### src/rtl/debounce_bank_if.sv
// Signal bundle for debounce_bank: count qualifier, raw pins and debounced outputs.
// The master side drives pins/tick; the debouncer is the slave.
interface debounce_bank_if #(
  parameter int unsigned CHANNELS = 4
);
  logic                tick;
  logic [CHANNELS-1:0] din;
  logic [CHANNELS-1:0] dout;
  logic [CHANNELS-1:0] rise;
  logic [CHANNELS-1:0] fall;
  logic                any_event;

  modport master (
    output tick, din,
    input  dout, rise, fall, any_event
  );

  modport slave (
    input  tick, din,
    output dout, rise, fall, any_event
  );
endinterface

### src/rtl/debounce_bank.sv
// Multi-channel debouncer: per-channel synchroniser, stability counter gated by tick,
// registered debounced level with one-cycle rise/fall strobes and a combined event flag.
module debounce_bank #(
  parameter int unsigned CHANNELS    = 4,
  parameter int unsigned COUNT_WIDTH = 16,
  parameter int unsigned COUNT_MAX   = 2**16-1,
  parameter int unsigned SYNC_STAGES = 2,
  parameter logic        RESET_LEVEL = 1'b0
) (
  input logic            clk,
  input logic            rst,
  debounce_bank_if.slave bus
);

  localparam logic [COUNT_WIDTH-1:0] CNT_LAST = COUNT_WIDTH'(COUNT_MAX);

  logic [SYNC_STAGES-1:0] sync_q [CHANNELS];
  logic [COUNT_WIDTH-1:0] cnt_q  [CHANNELS];
  logic [COUNT_WIDTH-1:0] cnt_d  [CHANNELS];
  logic [CHANNELS-1:0]    s;
  logic [CHANNELS-1:0]    dout_q, dout_d;
  logic [CHANNELS-1:0]    rise_q, rise_d;
  logic [CHANNELS-1:0]    fall_q, fall_d;
  logic                   any_q;

  always_comb begin
    for (int unsigned i = 0; i < CHANNELS; i++) begin
      s[i] = sync_q[i][SYNC_STAGES-1];
    end
  end

  // STABLE/PENDING is implied by s != dout; no explicit state register is kept.
  always_comb begin
    dout_d = dout_q;
    rise_d = '0;
    fall_d = '0;
    for (int unsigned i = 0; i < CHANNELS; i++) begin
      cnt_d[i] = '0;
      if (s[i] != dout_q[i]) begin
        cnt_d[i] = cnt_q[i];
        if (bus.tick) begin
          if (cnt_q[i] == CNT_LAST) begin
            cnt_d[i]  = '0;
            dout_d[i] = s[i];
            rise_d[i] = s[i];
            fall_d[i] = ~s[i];
          end else begin
            cnt_d[i] = cnt_q[i] + COUNT_WIDTH'(1);
          end
        end
      end
    end
  end

  always_ff @(posedge clk) begin
    if (rst) begin
      for (int unsigned i = 0; i < CHANNELS; i++) begin
        sync_q[i] <= {SYNC_STAGES{RESET_LEVEL}};
        cnt_q[i]  <= '0;
      end
      dout_q <= {CHANNELS{RESET_LEVEL}};
      rise_q <= '0;
      fall_q <= '0;
      any_q  <= 1'b0;
    end else begin
      for (int unsigned i = 0; i < CHANNELS; i++) begin
        sync_q[i] <= {sync_q[i][SYNC_STAGES-2:0], bus.din[i]};
        cnt_q[i]  <= cnt_d[i];
      end
      dout_q <= dout_d;
      rise_q <= rise_d;
      fall_q <= fall_d;
      // Built from next-state strobes so the flag lands in the same cycle as them.
      any_q  <= |(rise_d | fall_d);
    end
  end

  assign bus.dout      = dout_q;
  assign bus.rise      = rise_q;
  assign bus.fall      = fall_q;
  assign bus.any_event = any_q;

endmodule
### src/flat_wrapper.sv
// flat-port wrapper written by rule: the top's interface ports become plain ports
module debounce_bank_flat 
#(
  parameter int unsigned CHANNELS    = 4,
  parameter int unsigned COUNT_WIDTH = 16,
  parameter int unsigned COUNT_MAX   = 2**16-1,
  parameter int unsigned SYNC_STAGES = 2,
  parameter logic        RESET_LEVEL = 1'b0
)
  (clk, rst, bus_tick, bus_din, bus_dout, bus_rise, bus_fall, bus_any_event);
  debounce_bank_if #(.CHANNELS(CHANNELS)) bus_i ();
  input logic clk;
  input logic rst;
  input wire logic [$bits(bus_i.tick)-1:0] bus_tick;
  input wire logic [$bits(bus_i.din)-1:0] bus_din;
  output wire logic [$bits(bus_i.dout)-1:0] bus_dout;
  output wire logic [$bits(bus_i.rise)-1:0] bus_rise;
  output wire logic [$bits(bus_i.fall)-1:0] bus_fall;
  output wire logic [$bits(bus_i.any_event)-1:0] bus_any_event;
  assign bus_i.tick = bus_tick;
  assign bus_i.din = bus_din;
  assign bus_dout = bus_i.dout;
  assign bus_rise = bus_i.rise;
  assign bus_fall = bus_i.fall;
  assign bus_any_event = bus_i.any_event;
  debounce_bank #(.CHANNELS(CHANNELS), .COUNT_WIDTH(COUNT_WIDTH), .COUNT_MAX(COUNT_MAX), .SYNC_STAGES(SYNC_STAGES), .RESET_LEVEL(RESET_LEVEL)) u_core (.clk(clk), .rst(rst), .bus(bus_i));
endmodule
### config.mk
export PLATFORM = sky130hd
export DESIGN_NAME = debounce_bank_flat
export DESIGN_NICKNAME = d
export VERILOG_FILES = /design/src/rtl/debounce_bank_if.sv /design/src/rtl/debounce_bank.sv /design/src/flat_wrapper.sv
export SDC_FILE = /design/constraint.sdc
export NUM_CORES = 1
export LEC_CHECK = 0
export ABC_AREA = 1
export ABC_CLOCK_PERIOD_IN_PS = 2000
export CORE_MARGIN = 2
export CORE_UTILIZATION = 59
export CTS_CLUSTER_DIAMETER = 150
export CTS_CLUSTER_SIZE = 8
export DETAILED_ROUTE_END_ITERATION = 7
export MAX_ROUTING_LAYER = met4
export PLACE_DENSITY_LB_ADDON = 0.08
export SYNTH_ARGS = -nofsm -noshare
export SYNTH_HDL_FRONTEND = slang
export SYNTH_SLANG_ARGS = --single-unit
### constraint.sdc
create_clock -name clk -period 2 [get_ports clk]
set_clock_uncertainty 0.2 [all_clocks]
set_input_delay 0.4 -clock clk [delete_from_list [all_inputs] [get_ports clk]]
set_output_delay 0.4 -clock clk [all_outputs]
set_load 0.005 [all_outputs]
* Word-level counts from Yosys, hierarchy flattened
Memory sizes are Yosys's and may differ from the RTL's.
Index checks and enable logic that the tools add are counted.
** Storage, ports and cells
- Bits in registers :: 13
- Bits in writable memories :: 72
- Bits of input ports :: 7
- Output and inout bits :: 13
- Memories kept :: 2
** Operators by class
- $add $sub $neg :: 4
- Eq/ne operators :: 8
- Muxes and demuxes :: 47
- Bitwise operators :: 13
- Reduce and logical (&&, ||, !) cells :: 5
** Memory list
- u_core.cnt_q :: depth 4, bits a word 16, rd ports 4, clocked after memory_dff 0, write ports 4, line debounce_bank.sv:18 : logic [COUNT_WIDTH-1:0] cnt_q [CHANNELS];
- u_core.sync_q :: depth 4, bits a word 2, rd ports 4, clocked after memory_dff 0, write ports 4, line debounce_bank.sv:17 : logic [SYNC_STAGES-1:0] sync_q [CHANNELS];
** Operators by type and width (number)
- $mux W16 :: 16
- $add A16 B1 Y16 const B :: 4
- $eq A16 B16 Y1 const B :: 4
- $mux W1 :: 27
- $reduce_and A3 Y1 :: 4
- $mux W2 :: 4
- $or A1 B1 Y1 :: 8
- $ne A1 B1 Y1 :: 4
- $not A1 Y1 :: 4
- $or A4 B4 Y4 :: 1
- $reduce_or A4 Y1 :: 1

* Depth between registers and ports, before layout
Gate-level depths: netlist of run 1.
- Depth after elaboration :: 6
- Depth in mapped cells :: 10

* Least setup slack after synthesis of run 1
OpenSTA, ideal clock, no wires.
- Path kind :: input to register
- Start point :: input port bus_tick
- End point :: memory u_core.cnt_q[3][9], in the netlist u_core.cnt_q[0][57]
- Library setup time :: 0.118 ns
- Data arrival time :: 1.243 ns
- Required time :: 1.682 ns
- Path slack :: 0.440 ns
- Stages :: 8
- Buffers on the path :: 1
- Cell sequence :: buf_4 > nand2_2 > nor2_2 > nand2_2 > nor2_4 > nand2_2 > nand3_2 > nor2_1
** RTL lines
- from (decl) :: line flat_wrapper.sv:14 : input wire logic [$bits(bus_i.tick)-1:0] bus_tick;
- to (decl) :: line debounce_bank.sv:18

* Worst setup path after layout of run 1
- Start point :: register u_core.dout_q[3], in the netlist u_core.bus.dout[3]
- End point :: output port bus_dout[3]
** RTL lines
- from (decl) :: line debounce_bank.sv:21 : logic [CHANNELS-1:0] dout_q, dout_d;
- from (signal assigned) :: line debounce_bank.sv:61 : dout_q <= {CHANNELS{RESET_LEVEL}};
- from (signal assigned) :: line debounce_bank.sv:70 : dout_q <= dout_d;
- to (decl) :: line flat_wrapper.sv:16 : output wire logic [$bits(bus_i.dout)-1:0] bus_dout;
No word-level cell between the ends.

==> flow_metrics.tcl, run 1 <==
set metrics [dict create \
    hp-class "flip-flop to flip-flop" \
    num-fill-cells 520 \
    diodes 0 \
    yosys_register_bits 85 \
    post_cts_resize_count 0 \
    syn-num-nets 546 \
    grt_max_degree 17 \
    synth_cell_types 29 \
    status "finished, final reports clean" \
    gp_congestion 0.850 \
    ys_warn_count 0 \
    rr_worst_depth 8 \
    use_met3_pct 3.75 \
    die_w_um 85.6 \
    top_usage_layer "met2" \
    slew_headroom_pct 76.9 \
    critPathLaunchType "flip-flop" \
    fmax_mhz 529 \
    end_kind "output pin" \
    crit_required_ns 1.40 \
    crit_cells 1 \
    slowest_delay_ns 0.53 \
    worst_slew_pin_slew_ns 0.345 \
    ios 20 \
    holdPathStages 2 \
    cp_top_family "buffers and inverters" \
    cap_violations 0 \
    vias 3377 \
    antenna_found_initial 0 \
    ir_drop_uv 521 \
    clockBufferDepth 2 \
    power.density_nw_per_um2 675 \
    grt_remaining_overflow 0 \
    finalSetupViolCount 0 \
    timing.final.crit_share_pct 94.5 \
    post-cts-setup-buffers 0 \
    dp.final_hpwl_mm 5.89 \
    final_common_cell "nor2_1" \
    grt_pass1_vias 3270 \
    grt_first_pass_wirelength_mm 13.8 \
    yosysSeqAreaShare_pct 43.3 \
    slew_violations 0 \
    cts_inserted_buffers 9 \
    reg2reg_to "u_core.bus.dout[2]$_SDFFE_PP0P_" \
    hold_buffers 0 \
    slowest_stage "clkdlybuf4s50_1" \
    clk_pin_slew_ns 0.08 \
    clkLatencyLatePin_ns 0.36 \
    rows 29 \
    grt_util_met2_pct 38.9 \
    first_pass_iters 5 \
    synth_area_leader_cell "dfxtp_1" \
    h-tree-depth 3 \
    p_leak_nw 1.64 \
    worstPathArrival_ns 1.29 \
    synthToLayoutAreaGrowth_pct 18.8 \
    pre_cts_ws_ns -0.192 \
    fin_util_pct 73.0 \
    finalWirelength_mm 7.97 \
    cts-root-buf "clkbuf_8" \
    routedWlPerCell_um 11.8 \
    path_buf_inv 1 \
    r2r-start "u_core.cnt_q[0][32]$_SDFFE_PP0P_" \
    start_util_pct 61.5 \
    min_period_ns 1.89 \
    netlist_top_cells_area "dfxtp_1 43%, nor2_1 9.8%, nand2_1 9.5%" \
    met1_usage_pct 29.8 \
    io_buffers 19 \
    most-common-layout-cells "102 x nor2_1, 99 x nand2_1, 85 x dfxtp_1, 64 x inv_1, 41 x nand3_1" \
    layout.nets 604 \
    cp-endpoint "bus_dout[3]" \
    crit_type "flip-flop to output pin" \
    chipHeight_um 85.6 \
    cts_sinks 85 \
    crit_path_start "u_core.bus.dout[3]$_SDFFE_PP0P_" \
    vias_per_cell 5.00 \
    hold_violations 0 \
    fin_setup_tns_ns 0 \
    rsz0062_at_grt "false" \
    synth_top_area_share_pct 43.3 \
    drtAntennaViolNets 0 \
    core-area_um2 6390 \
    path_max_fanout 4 \
    grtUsageTotal_pct 24.1 \
    r2r_setup_slack_ns 0.31 \
    setup_slack_ns 0.110 \
    avgSynthCellArea_um2 7.34 \
    die_area_um2 7320 \
    crit_chain "clkdlybuf4s50_1" \
    drt_iter0_drc 126 \
    netlist_instances 535 \
    cts_tree "built" \
    syn-cell-area_um2 3930 \
    drc 0 \
    drive_above_1_share_pct 15.7 \
    power.total_w 0.00315 \
]
-- kinds of logic (layout without fill, tap and decap cells) --
| group | Yosys count | count (layout) | share of synthesized area, % |
|---|---|---|---|
| and+or+nand+nor | 301 | 301 | 35.0 |
| DFF | 85 | 85 | 43.3 |
| buffers and inverters | 77 | 140 | 7.71 |
| xor gates and xnor gates | 38 | 38 | 8.48 |
| AOI/OAI and AO/OA | 30 | 30 | 4.24 |
| adders and majority gates | 4 | 4 | 1.27 |
-- per-layer routing --
layer	wire length [µm]	vias to the layer above
met1	3730	1530
met2	3800	55
li1	-	1781
met3	290	11
met5	0	-
met4	138	0
-- power by group --
part | internal [W] | total (W) | switching (W) | leakage [nW]
logic | 0.0000400 | 0.0000927 | 0.0000527 | 0.846
clock network | 0.000735 | 0.00135 | 0.000615 | 0.112
registers | 0.00170 | 0.00170 | 0.00000519 | 0.686
-- registers in the layout, summed over array words and instances, names as in the netlist --
| name | flops |
|---|---|
| u_core.bus.any_event | 1 |
| u_core.bus.dout | 4 |
| u_core.bus.fall | 4 |
| u_core.bus.rise | 4 |
| u_core.cnt_q | 64 |
| u_core.sync_q | 8 |
-- worst min-delay path: cells and delay by family, from the launching register on --
kind / cells / cell delay [ns]
buffers and inverters: 1 / 0.04
flip-flops: 1 / 0.30
AND/OR/NAND/NOR: 1 / 0.03
-- final cells by class --
| type | instances | area [µm²] | area share, % |
|---|---|---|---|
| flip-flops and latches | 85 | 1700 | 36.5 |
| multi-input cells | 373 | 1920 | 41.2 |
| well taps | 77 | 96.3 | 2.07 |
| clock inverters | 6 | 86.3 | 1.85 |
| clock buffers | 10 | 138 | 2.95 |
| inverters | 72 | 270 | 5.79 |
| repair buffers | 52 | 450 | 9.66 |
-- stage by stage --
step	cells	cell area, µm²	hold WS (ns)
final	675	4660	0.199
after global routing	675	4660	0.230
after CTS	675	4660	0.200
after detailed placement	659	4440	0.197
after global placement	659	4440	0.189
after floorplan	535	3930	0.188
-- worst min path at each step --
stage / start / end / slack, ns
final: u_core.sync_q[3][0]$_SDFF_PP0_ / u_core.sync_q[3][1]$_SDFF_PP0_ / 0.20
after global routing: u_core.sync_q[2][0]$_SDFF_PP0_ / u_core.sync_q[2][1]$_SDFF_PP0_ / 0.23
after CTS: u_core.sync_q[3][0]$_SDFF_PP0_ / u_core.sync_q[3][1]$_SDFF_PP0_ / 0.20
after detailed placement: u_core.sync_q[3][0]$_SDFF_PP0_ / u_core.sync_q[3][1]$_SDFF_PP0_ / 0.20
after global placement: u_core.sync_q[3][0]$_SDFF_PP0_ / u_core.sync_q[3][1]$_SDFF_PP0_ / 0.19
after floorplan: u_core.sync_q[0][0]$_SDFF_PP0_ / u_core.sync_q[0][1]$_SDFF_PP0_ / 0.19
-- synth_stat cells --
library cell / instances
inv_2: 8
nand2_2: 8
xnor2_1: 11
dfxtp_1: 85
nor3_2: 6
o21ai_0: 5
nor2_2: 15
o31ai_2: 1
and3_1: 1
o21bai_1: 2
nand3_1: 41
nor2_4: 6
nand2_1: 99
o21ai_1: 5
nor2_1: 102
a211oi_1: 1
a21oi_1: 15
buf_4: 1
buf_6: 1
nand4_1: 10
nor3b_1: 1
nor3_1: 11
buf_2: 2
ha_1: 4
o22ai_1: 1
xor2_1: 27
buf_1: 1
inv_1: 64
nand3_2: 1
No activity file was read; power rests on OpenSTA's default activity.
==> inputs of run 2 (changes only) <==
--- a/config.mk
+++ b/config.mk
@@ -13,7 +13,7 @@
 export CTS_CLUSTER_SIZE = 8
 export DETAILED_ROUTE_END_ITERATION = 7
 export MAX_ROUTING_LAYER = met4
-export PLACE_DENSITY_LB_ADDON = 0.08
+export PLACE_DENSITY = 0.78
 export SYNTH_ARGS = -nofsm -noshare
 export SYNTH_HDL_FRONTEND = slang
 export SYNTH_SLANG_ARGS = --single-unit
==> run 2 against run 1 <==
Hold slack gained 0.0055 ns. Global-route usage shrank 0.86 points. Maximum frequency increased by 0.43%. Via count shrank 0.92%. Largest cell class unchanged. Sequential power about the same. Cell count is 0.15% lower. Combinational power down 1%.
==> flow_metrics.tcl, run 2 (synthesis results as in run 1) <==
set metrics [dict create \
    hold_buffers 0 \
    power.density_nw_per_um2 621 \
    die_area_um2 7320 \
    min_period_ns 1.88 \
    ir_drop_uv 467 \
    path_max_fanout 4 \
    hold_start "u_core.sync_q[0][0]$_SDFF_PP0_" \
    fmax_mhz 531 \
    hold_end "u_core.sync_q[0][1]$_SDFF_PP0_" \
    slew_violations 0 \
    holdPathStages 2 \
    place_area_um2 4450 \
    crit_required_ns 1.40 \
    h-tree-depth 3 \
    cts-root-buf "clkbuf_8" \
    gp_congestion 0.866 \
    reg2reg_to "u_core.cnt_q[0][49]$_SDFFE_PP0P_" \
    crit_cells 1 \
    antenna_found_initial 0 \
    final_cells 674 \
    vias 3346 \
    r2r-start "u_core.cnt_q[0][52]$_SDFFE_PP0P_" \
    cts_inserted_buffers 9 \
    rows 29 \
    drive_above_1_share_pct 15.4 \
    drtAntennaViolNets 0 \
    hp-class "flip-flop to flip-flop" \
    path_buf_inv 1 \
    drt_iter0_drc 95 \
    power.total_w 0.00287 \
    slowest_delay_ns 0.53 \
    slew_headroom_pct 78.2 \
    post_cts_resize_count 0 \
    hold_violations 0 \
    rr_worst_depth 7 \
    chipHeight_um 85.6 \
    worst_slew_pin_slew_ns 0.327 \
    crit_chain "clkdlybuf4s50_1" \
    cts_sinks 85 \
    io_buffers 19 \
    cap_violations 0 \
    final_common_cell "nor2_1" \
    rsz0062_at_grt "false" \
    finalWirelength_mm 7.48 \
    die_w_um 85.6 \
    holdWs_ns 0.204 \
    synthToLayoutAreaGrowth_pct 17.8 \
    clk_pin_slew_ns 0.08 \
    most-common-layout-cells "102 x nor2_1, 99 x nand2_1, 85 x dfxtp_1, 64 x inv_1, 41 x nand3_1" \
    place_inst 658 \
    stdcell_area_um2 4620 \
    regMostFlops "u_core.cnt_q" \
    clkLatencyLatePin_ns 0.35 \
    slowest_stage "clkdlybuf4s50_1" \
    routedWlPerCell_um 11.1 \
    fin_setup_tns_ns 0 \
    finalSetupViolCount 0 \
    r2r_setup_slack_ns 0.33 \
    core-area_um2 6390 \
    start_util_pct 61.5 \
    clockBufferDepth 2 \
    diodes 0 \
    critPathLaunchType "flip-flop" \
    grt_pass1_vias 3209 \
    post-cts-setup-buffers 0 \
    layout.nets 603 \
    first_pass_iters 4 \
    timing.final.crit_share_pct 94.1 \
    largest_register_ffs 64 \
    end_kind "output pin" \
    worstPathArrival_ns 1.28 \
    vias_per_cell 4.96 \
    ios 20 \
    status "finished, final reports clean" \
    grtUsageTotal_pct 23.3 \
    grt_remaining_overflow 0 \
    grt_max_degree 18 \
    crit_type "flip-flop to output pin" \
    dp.final_hpwl_mm 5.66 \
    p_leak_nw 1.61 \
    cts_tree "built" \
    drc 0 \
    cp_top_family "buffers and inverters" \
    reg_top3 "u_core.cnt_q: 64 flops, u_core.sync_q: 8 flops" \
    grt_first_pass_wirelength_mm 13.4 \
]
[run 2: changes by cell type in the layout (fill, tap and decap cells not counted)]
cell	delta
clkbuf_1	+1
clkinv_2	-1
clkinvlp_4	+2
bufinv_16	-2
buf_12	+1
buf_4	-2
[run 2: final cells by class]
| type | instances | area, µm² |
|---|---|---|
| timing repair buffer | 51 | 455 |
| fill | 517 | 1760 |
| tap | 77 | 96.3 |
| clock inverter | 5 | 36.3 |
| inverter | 72 | 270 |
| sequential | 85 | 1700 |
| clock buffer | 11 | 141 |
| multi-input combinational | 373 | 1920 |
[run 2: per-layer routing]
metal / share of wire (%) / track usage (%)
met1: 49 / 28.6
met2: 47 / 38.4
met3: 2.4 / 3.95
met4: 1.1 / 8.66
met5: 0 / -
[run 2: how the worst max path moves through the flow]
stage                                          from                               end  slack, ns
CTS                 u_core.bus.dout[3]$_SDFFE_PP0P_                       bus_dout[3]       0.10
global placement                           bus_tick  u_core.cnt_q[0][59]$_SDFFE_PP0P_      -0.14
floorplan                                  bus_tick  u_core.cnt_q[0][57]$_SDFFE_PP0P_       0.44
detailed placement                         bus_tick  u_core.cnt_q[0][41]$_SDFFE_PP0P_      -0.17
finish              u_core.bus.dout[3]$_SDFFE_PP0P_                       bus_dout[3]       0.12
global route        u_core.bus.dout[1]$_SDFFE_PP0P_                       bus_dout[1]       0.06
[run 2: where the power goes]
| part | switching [W] | leakage (nW) | internal [W] | total (W) |
|---|---|---|---|---|
| Sequential | 0.00000524 | 0.686 | 0.00170 | 0.00170 |
| Clock | 0.000590 | 0.0815 | 0.000485 | 0.00108 |
| Combinational | 0.0000516 | 0.845 | 0.0000401 | 0.0000917 |
| Total | 0.000647 | 1.61 | 0.00222 | 0.00287 |
[run 2: through the flow]
stage / setup slack [ns] / utilization [%]
after floorplan: 0.440 / -
after global placement: -0.138 / 69.6
after detailed placement: -0.174 / 69.6
after CTS: 0.100 / 72.4
after global routing: 0.0642 / 72.4
final: 0.118 / 72.4
==> inputs of run 3 (changes only) <==
--- a/config.mk
+++ b/config.mk
@@ -13,7 +13,8 @@
 export CTS_CLUSTER_SIZE = 8
 export DETAILED_ROUTE_END_ITERATION = 7
 export MAX_ROUTING_LAYER = met4
-export PLACE_DENSITY = 0.78
+export PLACE_DENSITY = 0.83
+export SETUP_SLACK_MARGIN = 0.5
 export SYNTH_ARGS = -nofsm -noshare
 export SYNTH_HDL_FRONTEND = slang
 export SYNTH_SLANG_ARGS = --single-unit
==> run 3 against run 2 <==
Sequential power barely moved. Combinational power rose by 49%. Critical endpoint is now u_core.bus.dout[3]$_SDFFE_PP0P_. Largest cell class unchanged. Highest routed layer unchanged. Core utilization rose by 11 points.
==> flow_metrics.tcl, run 3 (synthesis results as in run 1) <==
set metrics [dict create \
    status "finished, final reports clean" \
    fin_setup_tns_ns 0 \
    dp.final_hpwl_mm 5.71 \
    slew_headroom_pct 74.8 \
    setup_slack_ns 0.237 \
    most-common-layout-cells "87 x nand2_1, 84 x nor2_1, 63 x inv_1, 58 x buf_4, 51 x dfxtp_1" \
    largest_register_ffs 64 \
    core-area_um2 6390 \
    path_max_fanout 4 \
    p_leak_nw 1.95 \
    clkLatencyLatePin_ns 0.37 \
    crit_required_ns 2.06 \
    grtUsageTotal_pct 28.9 \
    clk_pin_slew_ns 0.09 \
    hp-class "flip-flop to flip-flop" \
    final_cells 708 \
    gp_congestion 0.901 \
    final_common_cell "nand2_1" \
    die_w_um 85.6 \
    layout.nets 637 \
    cts_inserted_buffers 9 \
    power.density_nw_per_um2 556 \
    grt_pass1_vias 3657 \
    pre_cts_ws_ns -0.216 \
    fmax_mhz 567 \
    die_area_um2 7320 \
    vias_per_cell 5.70 \
    regMostFlops "u_core.cnt_q" \
    timing.final.crit_share_pct 88.1 \
    diodes 0 \
    synthToLayoutAreaGrowth_pct 35.9 \
    critPathLaunchType "flip-flop" \
    r2r_setup_slack_ns 0.24 \
    cap_violations 0 \
    ios 20 \
    slew_violations 0 \
    cts_tree "built" \
    worstPathArrival_ns 1.82 \
    reg_top3 "u_core.cnt_q: 64 flops, u_core.sync_q: 8 flops" \
    finalWirelength_mm 11.9 \
    routedWlPerCell_um 16.8 \
    io_buffers 19 \
    worst_slew_pin_slew_ns 0.375 \
    ir_drop_uv 652 \
    vias 4033 \
    cts-root-buf "clkbuf_8" \
    drc 0 \
    grt_remaining_overflow 0 \
    first_pass_iters 5 \
    finalSetupViolCount 0 \
    end_kind "flip-flop" \
    place_area_um2 4460 \
    drt_iter0_drc 271 \
    chipHeight_um 85.6 \
    h-tree-depth 3 \
    clockBufferDepth 2 \
    drtAntennaViolNets 0 \
    grt_first_pass_wirelength_mm 16.3 \
    grt_max_degree 15 \
    rsz0062_at_grt "true" \
    hold_violations 0 \
    start_util_pct 61.5 \
    rows 29 \
    cts_sinks 85 \
    min_period_ns 1.76 \
    crit_type "flip-flop to flip-flop" \
    stdcell_area_um2 5340 \
    antenna_found_initial 0 \
    place_inst 654 \
    drive_above_1_share_pct 35.3 \
]
[run 3: cell types whose count changed in the layout (fill, tap and decap cells not counted), sizes merged]
cell	delta
inv	-1
clkbuf	+7
clkinvlp	+1
clkdlybuf4s50	-14
bufbuf	+1
nand3	+1
buf	+33
clkdlybuf4s15	+6
[run 3: area by class of cell]
cell class | instances | area, µm²
multi-input cells | 374 | 2330
flip-flops and latches | 85 | 1750
fillers | 329 | 1050
repair buffers | 84 | 713
inverters | 72 | 274
clock buffers | 11 | 141
well taps | 77 | 96.3
clock inverters | 5 | 36.3
[run 3: power breakdown]
group          total (W)  leakage (nW)  internal [W]  switching, W
clock network    0.00113        0.0815      0.000485      0.000642
logic           0.000137          1.17     0.0000624     0.0000749
registers        0.00171         0.704       0.00170    0.00000719
[run 3: path summary, 6_finish.rpt]
path                                     from                         endpoint  cells past startpoint
max          u_core.cnt_q[0][60]$_SDFFE_PP0P_  u_core.bus.dout[3]$_SDFFE_PP0P_                      5
min            u_core.sync_q[1][0]$_SDFF_PP0_   u_core.sync_q[1][1]$_SDFF_PP0_                      2
max reg2reg  u_core.cnt_q[0][60]$_SDFFE_PP0P_  u_core.bus.dout[3]$_SDFFE_PP0P_                      5
min reg2reg    u_core.sync_q[1][0]$_SDFF_PP0_   u_core.sync_q[1][1]$_SDFF_PP0_                      2
[run 3: repair_timing]
item | in CTS | in global routing
gates resized for setup | 78 | 82
endpoints found under the setup margin | 82 | 72
setup buffers | 24 | 12
gates cloned | 2 | 0
pin swaps | 14 | 39
hold buffers | 0 | 0
[run 3: metal layers]
layer,share of wire [%],vias up,GRT usage (%)
met2,49,230,48.7
met5,0,-,-
met1,38,1877,32.9
met3,6.8,77,5.68
li1,-,1849,-
met4,6.0,0,13.9
[run 3: critical path: stages, from the launching register on]
cell     delay [ns]
dfxtp_1        0.43
nand4_1        0.33
nor3_4         0.38
nand2_2        0.13
nand3_1        0.11
o21ai_1        0.08
[run 3: through the flow]
stage / util, % / total power, W / hold slack [ns]
after CTS: 78.4 / 0.00294 / 0.205
after detailed placement: 69.8 / 0.00184 / 0.193
after floorplan: - / 0.00179 / 0.188
after global placement: 69.8 / 0.00184 / 0.189
after global routing: 83.6 / 0.00305 / 0.246
final: 83.6 / 0.00297 / 0.216
